<file path="src/rtl/ehgu_clkdiv_pkg.sv">
// Shared types and constants for the software-programmable clock divider.
// The divider FSM and the ratio limits live here so the top and any wrapper agree.
package ehgu_clkdiv_pkg;

   typedef enum logic [1:0] {
      ST_IDLE  = 2'd0,
      ST_RUN   = 2'd1,
      ST_DRAIN = 2'd2
   } state_e;

   localparam int MIN_RATIO = 2;
   localparam int CNT_W_DEF = 8;

endpackage

</file>
<file path="src/rtl/ehgu_clkdiv_sw.sv">
// Programmable integer clock divider: clkdiv is high for floor(R/2) of every R clk cycles.
// Ratio changes are buffered and only take effect on period boundaries or while idle.
module ehgu_clkdiv_sw
   import ehgu_clkdiv_pkg::*;
#(
   parameter int CNT_W     = CNT_W_DEF,
   parameter int RST_RATIO = 4
) (
   input  logic             clk,
   input  logic             rst,
   input  logic             en,
   input  logic             req_valid,
   input  logic [CNT_W-1:0] req_ratio,
   output logic             req_ready,
   output logic             clkdiv,
   output logic             tick,
   output logic [CNT_W-1:0] cur_ratio,
   output logic             running,
   output logic             err
);

   state_e           state_q, state_d;
   logic [CNT_W-1:0] cnt_q, cnt_d;
   logic [CNT_W-1:0] cur_ratio_q, cur_ratio_d;
   logic [CNT_W-1:0] pend_ratio_q, pend_ratio_d;
   logic             pend_vld_q, pend_vld_d;
   logic             clkdiv_q, clkdiv_d;
   logic             tick_q, tick_d;
   logic             err_q, err_d;

   logic             req_acc;
   logic             req_legal;
   logic             wrap;
   logic             run_d;
   logic [CNT_W-1:0] last_cnt;

   // A pending ratio blocks further requests until it has been applied.
   assign req_ready = ~pend_vld_q;
   assign req_acc   = req_valid & req_ready;
   assign req_legal = (req_ratio >= CNT_W'(MIN_RATIO));
   assign last_cnt  = cur_ratio_q - CNT_W'(1);
   assign wrap      = (cnt_q == last_cnt);

   always_comb begin
      state_d      = state_q;
      cnt_d        = cnt_q;
      cur_ratio_d  = cur_ratio_q;
      pend_ratio_d = pend_ratio_q;
      pend_vld_d   = pend_vld_q;
      err_d        = 1'b0;

      case (state_q)
         ST_IDLE: begin
            cnt_d = '0;
            // A request that landed on the IDLE entry edge is still pending here.
            if (pend_vld_q) begin
               cur_ratio_d = pend_ratio_q;
               pend_vld_d  = 1'b0;
            end else if (req_acc && req_legal) begin
               cur_ratio_d = req_ratio;
            end
            if (en) begin
               state_d = ST_RUN;
            end
         end

         ST_RUN, ST_DRAIN: begin
            if (wrap) begin
               cnt_d   = '0;
               state_d = en ? ST_RUN : ST_IDLE;
               if (pend_vld_q) begin
                  cur_ratio_d = pend_ratio_q;
                  pend_vld_d  = 1'b0;
               end
            end else begin
               cnt_d   = cnt_q + CNT_W'(1);
               state_d = en ? ST_RUN : ST_DRAIN;
            end
            // Only reachable when nothing is pending, so this never clobbers the load above.
            if (req_acc && req_legal) begin
               pend_vld_d   = 1'b1;
               pend_ratio_d = req_ratio;
            end
         end

         default: begin
            state_d = ST_IDLE;
            cnt_d   = '0;
         end
      endcase

      if (req_acc && !req_legal) begin
         err_d = 1'b1;
      end

      // Outputs are registered from next-state values so they line up with cnt_q.
      run_d    = (state_d != ST_IDLE);
      clkdiv_d = run_d && (cnt_d < (cur_ratio_d >> 1));
      tick_d   = run_d && (cnt_d == '0);
   end

   always_ff @(posedge clk) begin
      if (rst) begin
         state_q      <= ST_IDLE;
         cnt_q        <= '0;
         cur_ratio_q  <= CNT_W'(RST_RATIO);
         pend_ratio_q <= '0;
         pend_vld_q   <= 1'b0;
         clkdiv_q     <= 1'b0;
         tick_q       <= 1'b0;
         err_q        <= 1'b0;
      end else begin
         state_q      <= state_d;
         cnt_q        <= cnt_d;
         cur_ratio_q  <= cur_ratio_d;
         pend_ratio_q <= pend_ratio_d;
         pend_vld_q   <= pend_vld_d;
         clkdiv_q     <= clkdiv_d;
         tick_q       <= tick_d;
         err_q        <= err_d;
      end
   end

   assign clkdiv    = clkdiv_q;
   assign tick      = tick_q;
   assign err       = err_q;
   assign cur_ratio = cur_ratio_q;
   assign running   = (state_q != ST_IDLE);

endmodule

</file>
<file path="config.mk">
export PLATFORM = sky130hd
export DESIGN_NAME = ehgu_clkdiv_sw
export DESIGN_NICKNAME = d
export VERILOG_FILES = /design/src/rtl/ehgu_clkdiv_pkg.sv /design/src/rtl/ehgu_clkdiv_sw.sv
export SDC_FILE = /design/constraint.sdc
export NUM_CORES = 1
export LEC_CHECK = 0
export ABC_AREA = 1
export CORE_MARGIN = 3
export CORE_UTILIZATION = 56
export CTS_CLUSTER_SIZE = 16
export DETAILED_ROUTE_END_ITERATION = 8
export HOLD_SLACK_MARGIN = 0.08
export PLACE_DENSITY = 0.77
export SLEW_MARGIN = 10
export SYNTH_ARGS = -nofsm -noshare
export SYNTH_HDL_FRONTEND = slang
export SYNTH_SLANG_ARGS = --single-unit
</file>
<file path="constraint.sdc">
create_clock -name clk -period 3.3 [get_ports clk]
set_clock_uncertainty 0.1 [all_clocks]
set_input_delay 0.66 -clock clk [delete_from_list [all_inputs] [get_ports clk]]
set_output_delay 0.66 -clock clk [all_outputs]
set_load 0.05 [all_outputs]
</file>
## Yosys cells after proc, flatten, opt, wreduce, memory -nomap -nowiden

Cells that the tools add are included.

| word-level totals | value |
|---|---|
| output and inout port bits | 13 |
| register bits | 30 |
| word-level logic and storage cells | 52 |
| bits of input ports | 12 |

| cells by class | value |
|---|---|
| bitwise logic cells | 2 |
| multiplexer cells | 16 |
| reduce and logical (&&, ||, !) cells | 14 |
| eq/ne operators | 7 |
| add/sub/neg operators | 2 |
| order comparisons | 2 |

Operators by type and width:

| kind | number |
|---|---|
| $mux 8 | 6 |
| $pmux 8 s2 | 1 |
| $add 8x1->8 const B | 1 |
| $eq 8x8->1 | 1 |
| $ge 8x2->1 const B | 1 |
| $logic_not 8->1 | 1 |
| $lt 8x7->1 | 1 |
| $sub 8x1->8 const B | 1 |
| $mux 2 | 3 |
| $ne 3x3->1 const B | 2 |
| $reduce_bool 2->1 | 3 |
| $logic_and 1x1->1 | 4 |
| $mux 1 | 4 |
| $ne 2x2->1 const B | 2 |
| $pmux 2 s2 | 1 |
| $reduce_and 2->1 | 2 |
| $reduce_and 4->1 | 1 |
| $eq 2x1->1 const B | 1 |
| $eq 2x2->1 const B | 1 |
| $logic_not 2->1 | 1 |
| $pmux 1 s2 | 1 |
| $reduce_or 2->1 | 1 |
| $and 1x1->1 | 1 |
| $logic_not 1->1 | 1 |
| $not 1->1 | 1 |

## Longest topological paths before layout

| logic depth | value |
|---|---|
| word-level depth | 8 |
| mapped depth | 22 |
| mapped depth without buffers | 21 |

## Least setup slack after synthesis

No wires, ideal clock.

| timing path | value |
|---|---|
| path type | reg-to-reg |
| from | reg cur_ratio_q[1] (netlist: cur_ratio[1]) |
| to | reg clkdiv_q (netlist: clkdiv) |
| path slack | 0.305 ns |
| library setup time | 0.070 ns |
| period minus slack after synthesis | 2.995 ns |
| arrival time | 2.826 ns |
| cell stages (with the launch flop) | 21 |
| data required time | 3.130 ns |
| cells stage by stage | dfxtp_1 inv_1 ha_1 nor2_1 inv_1 nand2_1 nor2_1 nand3_1 nor2_2 nand3_2 nor2_2 inv_2 buf_6 a21oi_1 o21ai_1 nand3_1 o21ai_2 ha_1 a21oi_1 nand2_1 a21oi_1 |

| on the way | value |
|---|---|
| cells in the longest elaborated chain, start to end | 6 |
| elaborated cells on any way between the ends | 14 |

Ends and longest elaborated chain:

| what | line | RTL |
|---|---|---|
| start: declaration | ehgu_clkdiv_sw.sv:24 | `logic [CNT_W-1:0] cur_ratio_q, cur_ratio_d;` |
| start signal: assignment | ehgu_clkdiv_sw.sv:106 | `cur_ratio_q <= CNT_W'(RST_RATIO);` |
| start signal: assignment | ehgu_clkdiv_sw.sv:115 | `cur_ratio_q <= cur_ratio_d;` |
| $sub 8x1->8 | ehgu_clkdiv_sw.sv:41 | `assign last_cnt = cur_ratio_q - CNT_W'(1);` |
| $eq 8x8->1 | ehgu_clkdiv_sw.sv:42 | `assign wrap = (cnt_q == last_cnt);` |
| $mux 8 or $mux 2 (tied branches) | ehgu_clkdiv_sw.sv:68 | `if (wrap) begin` |
| $pmux 8 s2 (tied with other cells) | ehgu_clkdiv_sw.sv:52 | `case (state_q)` |
| $lt 8x7->1 or $reduce_bool 2->1 (tied branches) | ehgu_clkdiv_sw.sv:98, ehgu_clkdiv_sw.sv:97 |  |
| $logic_and 1x1->1 * | ehgu_clkdiv_sw.sv:98 | `clkdiv_d = run_d && (cnt_d < (cur_ratio_d >> 1));` |
| end signal: assignment | ehgu_clkdiv_sw.sv:118 | `clkdiv_q <= clkdiv_d;` |
| end: declaration | ehgu_clkdiv_sw.sv:27 | `logic clkdiv_q, clkdiv_d;` |

Mark *: on every way between the ends. The rest lies on a longest branch, timed or not. The select of a mux whose other input is x is not followed.
A chain may end at the register's enable or synchronous reset.

## Final worst setup path

Ends and elaborated chain as after synthesis.

==> impl_metrics.env <==
export IMPL_grt_max_degree=17
export IMPL_hpwl_um=4180
export IMPL_synth_most_common_cell="nand2_1"
export IMPL_p_leak_uw=0.00119
export IMPL_synth_main_ff_cell="dfxtp_1"
export IMPL_cts_sinks=30
export IMPL_place_area_um2=2340
export IMPL_worstPathRequired_ns=3.41
export IMPL_period_share=0.884
export IMPL_coreArea_um2=3440
export IMPL_synth_area_mux_share=0
export IMPL_synth_top_family_by_area="simple AND/OR/NAND/NOR gates"
export IMPL_start_util=0.600
export IMPL_wl_per_cell_um=14.1
export IMPL_antenna_found_initial=0
export IMPL_ys_ff_latch=30
export IMPL_synth_xor_area_frac=0.0339
export IMPL_crit_fanout=11
export IMPL_cp_slowest_stage_delay_ns=0.35
export IMPL_met1_usage=0.397
export IMPL_synth_fp_nets=349
export IMPL_gr_max_usage_layer="met2"
export IMPL_drcViolationCount=0
export IMPL_cts_buffers=5
export IMPL_slew_viol_final=0
export IMPL_rsz0062_at_grt="no"
export IMPL_crit_type="flip-flop to flip-flop"
export IMPL_io_buffers=24
export IMPL_fmax_mhz=343
export IMPL_cts_buffer_depth=2
export IMPL_synth_edff_count=0
export IMPL_synthTopCellsByCount="63 x nand2_1, 45 x inv_1, 44 x nor2_1"
export IMPL_dr_pass1_iters=5
export IMPL_grt_pass1_vias=1880
export IMPL_antenna_cells=0
export IMPL_nNetsFinal=374
export IMPL_synthSimpleGateAreaFrac=0.345
export IMPL_final_cell_area_um2=2450
export IMPL_drv_cap=0
export IMPL_synth_seq_area_share=0.291
export IMPL_path_buf_inv=3
export IMPL_vias=2148
export IMPL_netlist_area_um2=2070
export IMPL_wl_um=5630
export IMPL_status="finished clean"
export IMPL_syn_to_final_growth_pct=18.7
export IMPL_grt_pass1_wl_um=9090
export IMPL_worst_pin_slew_ns=0.519
export IMPL_synthAdderAreaFrac=0.0606
export IMPL_die_h_um=66.7
export IMPL_crit_chain="inv_1 -> ha_1 -> nand2_2 -> nor2_2 -> nand2_1 -> nand2_1 -> nand2_1 -> nor2_1 -> nand3_2 -> nor2_2 -> inv_2 -> nor2_1 -> o221ai_1 -> o21ai_0 -> ha_1 -> nand2_1 -> inv_1 -> nand2_1 -> nand4_1 -> a21oi_1"
export IMPL_crit_family="simple AND/OR/NAND/NOR gates"
export IMPL_yosys_area_top_type_share=0.291
export IMPL_die_area_um2=4450
export IMPL_power_per_cell_area_nw_per_um2=564
export IMPL_groute_usage_overall=0.273
export IMPL_cp_slowest_cell="dfxtp_2"
export IMPL_relSlewSlack=0.653
export IMPL_rows=21
export IMPL_synth_largest_area_cell="dfxtp_1"
export IMPL_syn_area_per_cell_um2=6.32
export IMPL_ant_nets=0
export IMPL_async_reset_ff_frac=0
export IMPL_cts_htree_levels=2
export IMPL_yosys_top_cells_area="dfxtp_1 29%, nand2_1 11%, inv_1 8.2%, nor2_1 8.0%, nand3_1 7.8%"
export IMPL_worstSetupStartpointType="flip-flop"
export IMPL_hold_viol_final=0
export IMPL_yosys_warnings=0
export IMPL_cpMostUsedCell="nand2_1"
export IMPL_grt_overflow=0
export IMPL_insertion_delay_ns=0.29
export IMPL_drt_initial_drc_count=174
export IMPL_die_w_um=66.7
export IMPL_synthCells=327
export IMPL_period_minus_slack_ns=2.92
export IMPL_routabilityCongestion=0.891
export IMPL_hold_class="flip-flop to flip-flop"
export IMPL_irDropWorstVdd_mv=0.395
export IMPL_yosysUniqueCellTypes=30
export IMPL_cts_tree="yes"
export IMPL_root_buffer="clkbuf_8"
export IMPL_post_cts_buffers=0
export IMPL_grt_use_met2=0.399
export IMPL_viasPerCell=5.38
export IMPL_drive_gt1_frac=0.0992
export IMPL_setup_violations=0
export IMPL_use_met3=0.0523
export IMPL_path_clk_slew_ns=0.08
export IMPL_finalSetupTns_ns=0
export IMPL_worst_setup_path_end_kind="flip-flop"
export IMPL_io_pins=25
export IMPL_critPathArrivalTime_ns=3.03
export IMPL_synth_compound_area_frac=0.153
[worst paths after layout]
| kind | from | endpoint | slack [ns] | cells past startpoint |
|---|---|---|---|---|
| worst min register to register | pend_ratio_q[6] | pend_ratio_q[6] | 0.37 | 2 |
| worst max register to register | cur_ratio[1] | clkdiv | 0.38 | 20 |
| worst max-delay path | cur_ratio[1] | clkdiv | 0.38 | 20 |
| worst min-delay path | pend_ratio_q[6] | pend_ratio_q[6] | 0.37 | 2 |
[sequential cells by signal (all words and copies together), names as in the netlist]
| name | cells |
|---|---|
| cnt_q | 8 |
| cur_ratio | 8 |
| state_q | 2 |
| clkdiv | 1 |
| pend_ratio_q | 8 |
| tick | 1 |
| pend_vld_q | 1 |
| err | 1 |
[layout by cell type, fill, tap and decap left out, drive strengths merged, types with 5 or more instances in the layout]
master and count:
clkbuf 5, clkdlybuf4s50 24, nand2 68, nor2 52
nand3 33, ha 10, o21ai 25, dfxtp 30
a21oi 22, inv 51
[final cells by class]
cell class	instances	area (µm²)
clock buffer	5	68.8
clock inverter	3	45.0
fill	297	991
inverter	53	199
multi-input combinational	236	1220
sequential	30	602
tap	46	57.6
timing repair buffer	26	255
[kinds of logic after synthesis]
logic type	Yosys count
AO/OA/AOI/OAI	56
adder cells (fa/ha/maj)	10
buffers and inverters	61
flip-flops	30
AND/OR/NAND/NOR	162
XOR/XNOR	8
[metal layers]
metal | part of all wire | up-vias
met4 | 0.012 | 0
li1 | - | 1105
met3 | 0.079 | 9
met1 | 0.47 | 932
met2 | 0.44 | 102
met5 | 0 | -
[worst reg2reg max path, delay by kind of cell (launching register included)]
kind | cells | cell delay [ns]
flops | 1 | 0.35
simple gates | 12 | 1.13
fa+ha+maj | 2 | 0.54
buf+inv | 3 | 0.31
compound gates | 3 | 0.40
[stage by stage]
step / std cells / util / hold slack, ns / power [µW] / setup WS, ns
finish: 399 / 0.712 / 0.373 / 1380 / 0.384
global route: 399 / 0.712 / 0.412 / 1460 / 0.0797
CTS: 399 / 0.712 / 0.375 / 1380 / 0.346
detailed placement: 391 / 0.679 / 0.365 / 997 / 0.282
global placement: 391 / 0.679 / 0.364 / 990 / 0.337
floorplan: 327 / - / 0.334 / 848 / 0.305
[report_power, final]
group | switching (µW) | internal [µW] | total, µW | leakage, µW
Sequential | 47.2 | 399 | 446 | 0.000246
Clock | 159 | 225 | 384 | 0.0000504
Combinational | 363 | 190 | 553 | 0.000896
[what timing repair did]
action	CTS	global route
hold buffers	0	0
endpoints found under the setup margin	0	1
gates resized for setup	0	1
Note: power is estimated with default switching activity, not from simulation.
